### src/rtl/markov_lane_scheduler.sv
// Per-lane bit accumulator with a round-robin output scheduler for the TRNG Markov post-processor.
// Each raw bit is packed into the word of its Markov lane. Completed lane words are arbitrated
// onto one valid/ready output stream.
// Optional feature macro: MARKOV_DROP_CNT_EN adds the saturating 16-bit drop_cnt output.
module markov_lane_scheduler #(
    parameter int unsigned LANE_W = 4,
    parameter int unsigned WORD_W = 8
) (
    input  logic              clk,
    input  logic              reset,
    input  logic              bit_valid,
    input  logic              bit_in,
    input  logic [LANE_W-1:0] lane,
    output logic              out_valid,
    input  logic              out_ready,
    output logic [WORD_W-1:0] out_word,
    output logic [LANE_W-1:0] out_lane
`ifdef MARKOV_DROP_CNT_EN
    ,
    output logic [15:0]       drop_cnt
`endif
);

    localparam int unsigned NUM_LANES = 1 << LANE_W;
    localparam int unsigned CNT_W     = $clog2(WORD_W + 1);

    logic [WORD_W-1:0] acc_q [NUM_LANES];
    logic [WORD_W-1:0] acc_d [NUM_LANES];
    logic [CNT_W-1:0]  cnt_q [NUM_LANES];
    logic [CNT_W-1:0]  cnt_d [NUM_LANES];
    logic [LANE_W-1:0] ptr_q, ptr_d;
    logic              out_valid_q, out_valid_d;
    logic [WORD_W-1:0] out_word_q, out_word_d;
    logic [LANE_W-1:0] out_lane_q, out_lane_d;

    logic [NUM_LANES-1:0] lane_full;
    logic                 grant_found;
    logic [LANE_W-1:0]    grant_lane;
    logic [LANE_W-1:0]    search_idx;
    logic                 grant_en;
    logic                 same_lane_grant;

    // A lane is FULL once its registered count reaches WORD_W.
    always_comb begin
        for (int unsigned l = 0; l < NUM_LANES; l++) begin
            lane_full[l] = (cnt_q[l] == CNT_W'(WORD_W));
        end
    end

    // Round-robin search for the first FULL lane at or above ptr, wrapping.
    always_comb begin
        grant_found = 1'b0;
        grant_lane  = '0;
        search_idx  = '0;
        for (int unsigned i = 0; i < NUM_LANES; i++) begin
            search_idx = ptr_q + LANE_W'(i);
            if (!grant_found && lane_full[search_idx]) begin
                grant_found = 1'b1;
                grant_lane  = search_idx;
            end
        end
    end

    // Output holding register, lane accumulators and round-robin pointer update.
    always_comb begin
        acc_d           = acc_q;
        cnt_d           = cnt_q;
        ptr_d           = ptr_q;
        out_valid_d     = out_valid_q;
        out_word_d      = out_word_q;
        out_lane_d      = out_lane_q;
        grant_en        = (!out_valid_q || out_ready) && grant_found;
        same_lane_grant = grant_en && (grant_lane == lane);

        if (grant_en) begin
            out_valid_d       = 1'b1;
            out_word_d        = acc_q[grant_lane];
            out_lane_d        = grant_lane;
            cnt_d[grant_lane] = '0;
            ptr_d             = grant_lane + LANE_W'(1);
        end else if (out_valid_q && out_ready) begin
            out_valid_d = 1'b0;
        end

        // A bit on a lane being granted this cycle starts that lane's next word.
        if (bit_valid && (!lane_full[lane] || same_lane_grant)) begin
            acc_d[lane] = {acc_q[lane][WORD_W-2:0], bit_in};
            cnt_d[lane] = same_lane_grant ? CNT_W'(1) : cnt_q[lane] + CNT_W'(1);
        end
    end

    // State registers with synchronous reset.
    always_ff @(posedge clk) begin
        if (reset) begin
            for (int unsigned l = 0; l < NUM_LANES; l++) begin
                acc_q[l] <= '0;
                cnt_q[l] <= '0;
            end
            ptr_q       <= '0;
            out_valid_q <= 1'b0;
            out_word_q  <= '0;
            out_lane_q  <= '0;
        end else begin
            acc_q       <= acc_d;
            cnt_q       <= cnt_d;
            ptr_q       <= ptr_d;
            out_valid_q <= out_valid_d;
            out_word_q  <= out_word_d;
            out_lane_q  <= out_lane_d;
        end
    end

    assign out_valid = out_valid_q;
    assign out_word  = out_word_q;
    assign out_lane  = out_lane_q;

`ifdef MARKOV_DROP_CNT_EN
    logic        bit_drop;
    logic [15:0] drop_cnt_q, drop_cnt_d;

    // Saturating count of bits discarded because their lane was FULL and not granted.
    always_comb begin
        bit_drop   = bit_valid && lane_full[lane] && !same_lane_grant;
        drop_cnt_d = drop_cnt_q;
        if (bit_drop && (drop_cnt_q != 16'hFFFF)) begin
            drop_cnt_d = drop_cnt_q + 16'd1;
        end
    end

    // Drop counter register, cleared only by reset.
    always_ff @(posedge clk) begin
        if (reset) begin
            drop_cnt_q <= '0;
        end else begin
            drop_cnt_q <= drop_cnt_d;
        end
    end

    assign drop_cnt = drop_cnt_q;
`else
    // Without the drop counter, dropped bits are silently discarded.
`endif

endmodule

### config.mk
export PLATFORM = sky130hd
export DESIGN_NAME = markov_lane_scheduler
export DESIGN_NICKNAME = d
export VERILOG_FILES = /design/src/rtl/markov_lane_scheduler.sv
export SDC_FILE = /design/constraint.sdc
export NUM_CORES = 1
export LEC_CHECK = 0
export CAP_MARGIN = 20
export CELL_PAD_IN_SITES_DETAIL_PLACEMENT = 1
export CELL_PAD_IN_SITES_GLOBAL_PLACEMENT = 1
export CORE_UTILIZATION = 50
export DETAILED_ROUTE_END_ITERATION = 10
export PLACE_DENSITY_LB_ADDON = 0.1
export SETUP_SLACK_MARGIN = 0.2
export SYNTH_ARGS = -nofsm -noshare
export SYNTH_HDL_FRONTEND = slang
export SYNTH_SLANG_ARGS = --single-unit
### constraint.sdc
create_clock -name clk -period 6.9 [get_ports clk]
set_input_delay 1.725 -clock clk [delete_from_list [all_inputs] [get_ports clk]]
set_output_delay 1.725 -clock clk [all_outputs]
set_load 0.02 [all_outputs]
==> qor.csv <==
stage;metric;value;unit
status;run status;finished clean;
worst_setup_path;R2R depth;15;
sta;Slew @ Worst Pin;1070;ps
sta;RSZ-0062 raised after global routing;true;
detailed_routing;drt total wl;44900;um
clock_tree;CTS clk-pin slew, worst paths;60;ps
floorplan;Core ar.;25400;um^2
yosys;Mapped Cells;1365;
yosys;Avg Inst Size Synth;9.55;um^2
sta;period utilisation layout;0.950;
min_path;min-delay src;out_lane[3];
global_route;vias in the first global route;11700;
sta;min Tclk post-route;6550;ps
sta;fin. max-slew vios;0;
worst_setup_path;worst r2r src;ptr_q[1];
global_route;Total Routing Usage GR;0.340;
global_route;largest net degree at the start of global routing;79;
sta;Final Hold Fails;0;
layout;fin nets;1366;
worst_setup_path;Crit path largest cell delay;740;ps
layout;Area Overhead vs Synth;9.52;%
worst_setup_path;crit-path cells;inv_1 -> ha_1 -> nor2b_1 -> a22o_1 -> a221oi_1 -> mux4_2 -> nand4_1 -> nor3_1 -> a311oi_1 -> o22ai_1 -> a21oi_4 -> xnor2_1 -> o41ai_4 -> nand2_1 -> a32o_1;
yosys;Synth area leader;dfxtp_1;
yosys;top-area cell type share of the netlist area;0.321;
clock_tree;root buffer cell;clkbuf_16;
yosys;Async SR Flop Fraction;0;
floorplan;io pins;22;
yosys;register bit total from synthesis;209;
worst_setup_path;slowest CP cell;ha_1;
detailed_routing;DRT Pass-1 Iters;5;
detailed_routing;via count;11500;
floorplan;Initial Util;0.513;
yosys;Cell variety after synth;86;
placement;dpl cell area;13500;um^2
min_path;hold-critical path depth;2;
worst_setup_path;Critical Path AT;6990;ps
clock_tree;H-Tree Depth;1;
sta;final-report setup violation count;0;
yosys;Main synth FF type;dfxtp_1;
sta;Final Skew;36.3;ps
placement;Routability Congestion;0.960;
power;pwr dens;361;nW/um^2
global_route;grt total ovfl;0;
detailed_routing;Routed Antenna Nets;0;
clock_tree;clk_lat worst skew;550;ps
yosys;synth warn;0;
global_route;first-pass GRT wire length;69400;um
yosys;Post-Syn Nets;1386;
detailed_routing;DR WL/cell;26.6;um
worst_setup_path;Critical R2R Capture;cnt_q[13];
floorplan;Cell Rows;58;
yosys;Post-synth EDFFs;0;
worst_setup_path;Setup crit start;ptr_q[1];
detailed_routing;Iter 0 DRT Violations;864;
yosys;Seq/Total Area, Yosys;0.321;
layout;Design Area, Final;14300;um^2
clock_tree;CTS tree;yes;
clock_tree;Clock Sinks;209;
floorplan;Chip Width;163;um
power;leakage;5.94;nW
worst_setup_path;Critical Path RT;7340;ps
layout;commonest non-fill, non-tap cell in the layout;nand2_1;
detailed_routing;Via density;6.79;
worst_setup_path;Setup crit start kind;flop;
worst_setup_path;Crit Path Class;flop to flop;
global_route;initial antenna violation count;0;
layout;layout cells sized above 1;0.138;
floorplan;full die area;26700;um^2
worst_setup_path;CP Capture Type;flop;
power;Max rail drop VDD;0.248;mV
clock_tree;CTS Buf Count;24;
clock_tree;CTS Buffer Depth;3;
detailed_routing;# DRC;0;
placement;hpwl dp;31000;um
worst_setup_path;crit-path max FO;19;
sta;Hold Slack;456;ps
sta;FMAX;153;MHz
yosys;Area contributors post-synth;dfxtp_1 32%, mux2i_1 17%, mux4_2 12%, nand2_1 7.3%, a32o_1 2.6%;
worst_setup_path;flop2flop setup slack;350;ps
flow_run;maxcap violations;0;
min_path;Hold EP;out_lane[3];
sta;Slew HR;0.288;
layout;fin util;0.562;
floorplan;Die Y;163;um
placement;PortBufs;21;
min_path;HP Class;flop to flop;
layout;commonest non-fill, non-tap cells in the layout;251 x nand2_1, 223 x mux2i_1, 209 x dfxtp_1;
clock_tree;Post CTS Setup Buffer Count;0;
yosys;cell area after synthesis;13000;um^2
[through the flow]
step                TNS [ps]  cells  setup slack, ps  total power (W)
finish                     0   1689              348          0.00515
detailed placement         0   1648              502          0.00386
floorplan                  0   1365             1920          0.00307
global placement           0   1648              701          0.00382
global route           -15.2   1688            -9.74          0.00534
CTS                        0   1687              502          0.00511
[cell families (layout without fill, tap and decap cells)]
group,Yosys count,in the layout,synth area share
AOI/OAI and AO/OA,266,266,0.157
DFF,209,209,0.321
xor gates and xnor gates,20,20,0.0140
adders and majority gates,12,12,0.0115
muxes,299,299,0.297
other,0,1,0
buffers and inverters,123,116,0.0413
and+or+nand+nor,436,436,0.158
[worst max-delay path, delay by kind of cell (launching register included)]
kind | cells | cell delay, ps
compound gates | 7 | 3010
xor+xnor | 1 | 230
fa+ha+maj | 1 | 740
buf+inv | 1 | 150
flops | 1 | 320
mux | 1 | 410
simple gates | 4 | 1570
[synth_stat cells, types with 14 or more instances]
cell type and number:
a211oi_1 28, a21oi_1 19, a31oi_1 22, a32o_1 34, buf_2 19, buf_4 14, clkbuf_1 62, dfxtp_1 209
inv_1 15, mux2i_1 223, mux4_2 70, nand2_1 253, nand3_1 19, nor2_1 63, nor3_1 24, o21ai_0 34
o22ai_1 19
[cell type report]
type                       count  area (um^2)
timing repair buffer          60          505
antenna                        1         2.50
inverter                      17         66.3
tap                          330          413
clock inverter                 5         78.8
fill                        2862        11100
multi-input combinational   1033         8350
clock buffer                  34          678
sequential                   209         4180
[timing repair]
action	4_1_cts	5_1_grt
hold endpoints to repair	0	0
gates resized for setup	0	1
hold buffers	0	0
endpoints found under the setup margin	0	44
[power by group]
part	switching (W)	internal, W	total, W
combinational	0.00179	0.000831	0.00262
sequential	0.0000391	0.00125	0.00129
clock	0.000526	0.000721	0.00125
[flip-flops by register name, indices dropped and copies added, names as in the netlist]
name       count
acc_q        128
ptr_q          4
out_word       8
out_lane       4
cnt_q         64
out_valid      1
[per-layer routing]
layer | global-route usage | part of all wire | vias to the layer above
li1 | - | - | 5134
met1 | 0.431 | 0.42 | 5854
met2 | 0.593 | 0.49 | 396
met3 | 0.0442 | 0.057 | 90
met4 | 0.114 | 0.031 | 0
met5 | 0 | 0 | -
[worst max path at each step]
stage	cells past startpoint	to	slack [ps]
final	15	cnt_q[13]	350
after global routing	14	cnt_q[50]	-10
after CTS	14	cnt_q[5]	500
after detailed placement	14	cnt_q[5]	500
after global placement	15	cnt_q[5]	700
after floorplan	19	cnt_q[22]	1920
(Power assumes the default switching activity.)
